===== config.mk =====
export PLATFORM = sky130hd
export DESIGN_NAME = player_ctrl
export DESIGN_NICKNAME = d
export VERILOG_FILES = /design/src/rtl/player_ctrl.sv
export SDC_FILE = /design/constraint.sdc
export NUM_CORES = 1
export LEC_CHECK = 0
export CAP_MARGIN = 40
export CORE_UTILIZATION = 45
export CTS_CLUSTER_DIAMETER = 120
export DETAILED_ROUTE_END_ITERATION = 8
export GPL_TIMING_DRIVEN = 0
export PLACE_DENSITY = 0.83
export REMOVE_ABC_BUFFERS = 1
export SYNTH_ARGS = -nofsm -noshare
export SYNTH_HDL_FRONTEND = slang
export SYNTH_SLANG_ARGS = --single-unit

===== constraint.sdc =====
create_clock -name clk_i -period 3.55 [get_ports clk_i]
set_input_delay 0.71 -clock clk_i [delete_from_list [all_inputs] [get_ports clk_i]]
set_output_delay 0.71 -clock clk_i [all_outputs]
set_load 0.02 [all_outputs]

===== src/rtl/player_ctrl.sv =====
// Player ship controller: movement FSM, lives, shot handshake with cooldown.
// Optional hit-flash blinking of visible_o is enabled by defining PLAYER_CTRL_FLASH_EN.
module player_ctrl #(
  parameter int width_p        = 10,
  parameter int max_lives_p    = 3,
  parameter int start_lives_p  = 2,
  parameter int step_p         = 5,
  parameter int ship_width_p   = 40,
  parameter int left_border_p  = 9,
  parameter int right_border_p = 629,
  parameter int start_pos_p    = 249,
  parameter int cooldown_p     = 8,
  parameter int flash_period_p = 8
) (
  input  logic                               clk_i,
  input  logic                               reset_ni,
  input  logic                               frame_i,
  input  logic                               move_left_i,
  input  logic                               move_right_i,
  input  logic                               shoot_i,
  input  logic                               hit_i,
  input  logic                               add_life_i,
  input  logic                               shot_ready_i,
  output logic                               shot_valid_o,
  output logic [width_p-1:0]                 shot_x_o,
  output logic                               alive_o,
  output logic                               paused_o,
  output logic                               visible_o,
  output logic [width_p-1:0]                 pos_left_o,
  output logic [width_p-1:0]                 pos_right_o,
  output logic [$clog2(max_lives_p+1)-1:0]   lives_o,
  output logic [2:0]                         state_o
);

  localparam int LW   = $clog2(max_lives_p+1);
  localparam int CW   = $clog2(cooldown_p+1);
  localparam int RMAX = right_border_p - ship_width_p;

  localparam logic [width_p-1:0] STEP_W  = width_p'(step_p);
  localparam logic [width_p-1:0] START_W = width_p'(start_pos_p);
  localparam logic [width_p-1:0] LB_W    = width_p'(left_border_p);
  localparam logic [width_p-1:0] RMAX_W  = width_p'(RMAX);
  localparam logic [width_p-1:0] SW_W    = width_p'(ship_width_p);
  localparam logic [width_p-1:0] HALF_W  = width_p'(ship_width_p / 2);
  localparam logic [LW-1:0]      MAXL_W  = LW'(max_lives_p);
  localparam logic [LW-1:0]      STARTL_W = LW'(start_lives_p);
  localparam logic [CW-1:0]      COOL_W  = CW'(cooldown_p);

  typedef enum logic [2:0] {
    IDLE  = 3'd0,
    LEFT  = 3'd1,
    RIGHT = 3'd2,
    HIT   = 3'd3,
    DEAD  = 3'd4
  } state_e;

  state_e             state_q, state_d, move_st;
  logic [width_p-1:0] pos_q, pos_d;
  logic [width_p-1:0] shot_x_q, shot_x_d;
  logic [LW-1:0]      lives_q, lives_d;
  logic [CW-1:0]      cool_q, cool_d;
  logic               shot_v_q, shot_v_d;
  logic               hit_take;

  always_comb begin
    unique case ({move_left_i, move_right_i})
      2'b10:   move_st = LEFT;
      2'b01:   move_st = RIGHT;
      default: move_st = IDLE;
    endcase
  end

  always_comb begin
    state_d  = state_q;
    pos_d    = pos_q;
    lives_d  = lives_q;
    cool_d   = cool_q;
    shot_v_d = shot_v_q;
    shot_x_d = shot_x_q;
    hit_take = 1'b0;

    if (frame_i && cool_q != '0) cool_d = cool_q - 1'b1;
    if (shot_v_q && shot_ready_i) begin
      shot_v_d = 1'b0;
      cool_d   = COOL_W;
    end

    case (state_q)
      IDLE, LEFT, RIGHT: begin
        // Borders compared in int so the step can never wrap the position bus.
        if (state_q == LEFT && frame_i)
          pos_d = (int'(pos_q) >= left_border_p + step_p) ? pos_q - STEP_W : LB_W;
        if (state_q == RIGHT && frame_i)
          pos_d = (int'(pos_q) + step_p <= RMAX) ? pos_q + STEP_W : RMAX_W;
        if (hit_i) begin
          hit_take = 1'b1;
          shot_v_d = 1'b0;
          if (lives_q != '0) begin
            lives_d = lives_q - 1'b1;
            state_d = HIT;
          end else begin
            state_d = DEAD;
          end
        end else begin
          state_d = move_st;
          if (shoot_i && cool_q == '0 && !shot_v_q) begin
            shot_v_d = 1'b1;
            shot_x_d = pos_q + HALF_W;
          end
        end
      end
      HIT: begin
        if (shoot_i) begin
          pos_d   = START_W;
          cool_d  = COOL_W;
          state_d = move_st;
        end
      end
      DEAD: begin
        if (shoot_i) begin
          lives_d = STARTL_W;
          pos_d   = START_W;
          cool_d  = COOL_W;
          state_d = IDLE;
        end
      end
      default: begin
        state_d = IDLE;
        pos_d   = START_W;
      end
    endcase

    if (add_life_i && frame_i && state_q != DEAD && !hit_take && lives_q < MAXL_W)
      lives_d = lives_q + 1'b1;
  end

  always_ff @(posedge clk_i or negedge reset_ni) begin
    if (!reset_ni) begin
      state_q  <= IDLE;
      pos_q    <= START_W;
      lives_q  <= STARTL_W;
      cool_q   <= '0;
      shot_v_q <= 1'b0;
      shot_x_q <= '0;
    end else begin
      state_q  <= state_d;
      pos_q    <= pos_d;
      lives_q  <= lives_d;
      cool_q   <= cool_d;
      shot_v_q <= shot_v_d;
      shot_x_q <= shot_x_d;
    end
  end

  assign shot_valid_o = shot_v_q;
  assign shot_x_o     = shot_x_q;
  assign alive_o      = (state_q != DEAD);
  assign paused_o     = (state_q == HIT);
  assign pos_left_o   = pos_q;
  assign pos_right_o  = pos_q + SW_W;
  assign lives_o      = lives_q;
  assign state_o      = state_q;

`ifdef PLAYER_CTRL_FLASH_EN
  localparam int FW = $clog2(flash_period_p+1);
  localparam logic [FW-1:0] FLAST_W = FW'(flash_period_p - 1);

  logic [FW-1:0] flash_q, flash_d;
  logic          vis_q, vis_d;

  always_comb begin
    flash_d = flash_q;
    vis_d   = vis_q;
    if (state_d != HIT) begin
      flash_d = '0;
      vis_d   = 1'b1;
    end else if (state_q == HIT && frame_i) begin
      if (flash_q == FLAST_W) begin
        flash_d = '0;
        vis_d   = ~vis_q;
      end else begin
        flash_d = flash_q + 1'b1;
      end
    end
  end

  always_ff @(posedge clk_i or negedge reset_ni) begin
    if (!reset_ni) begin
      flash_q <= '0;
      vis_q   <= 1'b1;
    end else begin
      flash_q <= flash_d;
      vis_q   <= vis_d;
    end
  end

  assign visible_o = vis_q;
`else
  assign visible_o = alive_o;
`endif

endmodule

==> impl_results.md <==
* Wire length of the first global-routing pass at 10300 µm
* Share of the synthesized area in the top cell type at 23.3%
* Final Max Slew Viols at 0
* Count of TritonRoute iterations in the first routing pass at 4
* Sequential-to-total area share from yosys stat at 30.7%
* Y dimension of the die at 76.1 µm
* Clock insertion delay at the later pin of the skew report at 0.28 ns
* Worst hold path class: register to register
* Number of antenna violations at the first check in global routing at 0
* Endpoint of the worst-slack reg-to-reg timing path: pos_left_o[7]
* Met3 routed wirelength at 397 µm
* Relative contribution of the clock network to total power at 12.8%
* Sink Count at 30
* DR vias at 2305
* Leading cell type by number of instances after synthesis: sky130_fd_sc_hd__nand2_1
* Final setup fails at 0
* Buffers inserted by post-CTS timing repair at 0
* Clock Pin Slew Worst Setup and Hold Paths at 0.06 ns
* Sw Ratio at 46.5%
* Max-slew headroom at 50.2%
* Max Fanout on Critical Path at 15
* Maximum count of clock buffers along a single path at 2
* Tightest Pin Transition at 0.745 ns
* Area grow syn2layout at 22.6%
* Antenna-violating nets left at 0
* Hold path startpoint: shot_x_o[5]
* Leftover overflow at the end of global routing at 0
* Average vias per placed instance at 5.78
* Number of nets in the layout at 350
* Quantity of I/O buffers inserted on ports at 47
* Maximum number of pins on one net before global-route repair at 23
* Post-route minimum period at 2.96 ns
* Routed length per placed instance at 15.1 µm
* Setup crit end kind: output port
* Die ar. at 5790 µm²
* Worst slack on hold paths at 0.485 ns
* Clock tree from TritonCTS: yes
* Netlist Area Pre-Place at 2470 µm²
* Die span in x at 76.1 µm
* Type of element launching the critical path: register
* DRC violations left at 0
* Flip-flop cell with the highest count after synthesis: sky130_fd_sc_hd__dfrtp_1
* Startpoint of the lowest-slack register-to-register path: pos_left_o[2]
* Total global-route track usage at 21.9%
* Power density of the placed cells at 863 nW/µm²
* Warning count from the yosys run at 0
* Number of instances in the synthesized netlist at 296
* Initial core utilization at 47.5%
* Worst-case register-to-register setup slack at 0.87 ns
* Register bit count reported by yosys at 30
* Share of layout cells above drive strength 1 at 9.42%
* Total negative slack for setup checks at 0 ns
* N_diodes at 0
* Number of clock buffers inserted by TritonCTS at 5
* Number of global-route vias before repair at 2193
* Hpwl dp at 4430 µm
* Switching power summed over all nets at 1.21 mW
* End point of the most critical hold path: shot_x_o[5]
* Seq pwr share at 28.0%
* Routed wire length on met2 at 2870 µm
* Number of buffers inserted for hold repair after clock tree synthesis at 0
* Number of top-level design ports at 48
* Period Utilization, post-route at 83.3%
* Run status: finished clean
* Synth cell count leaders: 28 x sky130_fd_sc_hd__nand2_1, 26 x sky130_fd_sc_hd__nor2_1, 25 x sky130_fd_sc_hd__a21oi_1
* Post-Route WL at 6010 µm
* Proportion of register bits with asynchronous set or reset after synthesis at 100%
* 1st-iter DRT viols at 83
* Pleak at 1.22 nW
* Worst vdd rail ir drop at 503 µV
* FMAX at 338 MHz
* Highest routed metal layer: met4
* Mean Syn Cell Area at 8.35 µm²
* Area of the core region at 5200 µm²
* Worst Skew at 0.00768 ns
* Total of fill cells in the finished design at 482
* # Max-Cap Violations at 0
* Power after layout at 2.61 mW
* Yosys top cell by area: sky130_fd_sc_hd__dfrtp_1
* Top area cells in the synthesized netlist: sky130_fd_sc_hd__dfrtp_1 23%, sky130_fd_sc_hd__dfstp_2 7.4%, sky130_fd_sc_hd__ha_1 6.6%
* H-Tree Depth at 2
* Cell at the root of the clock tree: sky130_fd_sc_hd__clkbuf_8
* Count of different cell masters after synthesis at 62
* Design internal power at 1.40 mW
* Endpoint required time on the critical path at 2.84 ns
* FF-to-FF path depth at 7
* Metal-1 WL at 2600 µm
* Number of gates resized after cts at 0
* Unrepaired setup endpoints after global routing: false
* Arrival time of the worst setup path at 2.25 ns
* Final hold viol count at 0
* Worst Setup Path Type: register to output port
* Hold Crit Depth at 2
* Placer Congestion at 0.902
* Placement row count at 26
* EDFF count, synth at 0
* Combinational fraction of design power at 59.2%
[power groups by stage]
stage | Clock (mW) | Sequential, mW | Combinational, mW
after CTS | 0.342 | 0.731 | 1.55
after detailed placement | 0 | 0.735 | 1.54
after global placement | 0 | 0.728 | 1.49
final | 0.335 | 0.732 | 1.55
after global routing | 0.357 | 0.764 | 1.70
after floorplan | 0 | 0.826 | 0.877
[placed cells by master, fill, tap and decap left out, types with 7 or more instances in the layout]
cell / n
sky130_fd_sc_hd__clkdlybuf4s50_1: 47
sky130_fd_sc_hd__nand2_1: 28
sky130_fd_sc_hd__nor2_1: 26
sky130_fd_sc_hd__a21oi_1: 25
sky130_fd_sc_hd__dfrtp_1: 23
sky130_fd_sc_hd__o21ai_0: 20
sky130_fd_sc_hd__ha_1: 13
sky130_fd_sc_hd__inv_1: 11
sky130_fd_sc_hd__xnor2_1: 9
sky130_fd_sc_hd__nand3_1: 9
sky130_fd_sc_hd__xor2_1: 8
sky130_fd_sc_hd__nor3_1: 8
sky130_fd_sc_hd__nand2b_1: 7
sky130_fd_sc_hd__a31oi_1: 7
sky130_fd_sc_hd__dfstp_2: 7
[registers in the layout, indices dropped and copies added (netlist names)]
signal and cells:
cool_q 4, lives_o 2, pos_left_o 10, shot_valid_o 1, shot_x_o 10, state_o 3
[metal layers]
metal | vias up | GRT usage (%)
met2 | 85 | 36.6
li1 | 1111 | -
met4 | 0 | 8.65
met1 | 1094 | 28.2
met5 | - | 0
met3 | 15 | 3.71
[how the worst max path moves through the flow]
stage / start / end / slack [ns] / depth (start not counted)
2_1_floorplan: pos_left_o[2] / pos_left_o[7] / 1.14 / 7
3_3_place_gp: frame_i / pos_left_o[8] / 0.82 / 7
3_5_place_dp: frame_i / pos_left_o[8] / 0.78 / 7
4_1_cts: pos_left_o[4] / pos_right_o[9] / 0.58 / 4
5_1_grt: pos_left_o[4] / pos_right_o[9] / 0.48 / 4
6_report: pos_left_o[4] / pos_right_o[9] / 0.59 / 4
[cell type report]
class	instances	area, µm²	share of cell area [%]
Clock buffer	7	76.3	2.52
Sequential cell	30	759	25.1
Timing Repair Buffer	49	503	16.6
Clock inverter	1	30.0	0.991
Tap cell	70	87.6	2.89
Inverter	11	41.3	1.36
Multi-Input combinational cell	231	1530	50.6
[worst max-delay path, stage by stage, from the launching register on]
cell and delay, ns:
sky130_fd_sc_hd__dfstp_2 0.74, sky130_fd_sc_hd__ha_1 0.30, sky130_fd_sc_hd__o2111ai_1 0.14, sky130_fd_sc_hd__xnor2_1 0.17
sky130_fd_sc_hd__clkdlybuf4s50_1 0.62
[metrics by stage]
stage	cells	utilization, %	area, µm²	worst slack (ns)
after floorplan	272	-	2330	1.14
after global placement	389	55.6	2890	0.821
after detailed placement	391	56.2	2920	0.782
after CTS	399	58.2	3030	0.582
after global routing	399	58.2	3030	0.480
final	399	58.2	3030	0.592
[kinds of logic (layout without fill, tap and decap cells)]
kind of cell               count (synthesis)  after routing  share of synthesized area [%]
muxes                                      3              3                           1.27
xor gates and xnor gates                  17             17                           6.03
AOI/OAI and AO/OA                         91             91                           25.5
DFF                                       30             30                           30.7
and+or+nand+nor                          107            107                           22.6
adders and majority gates                 13             13                           6.58
buffers and inverters                     35             68                           7.24
Power figures use the tool's default switching activity.
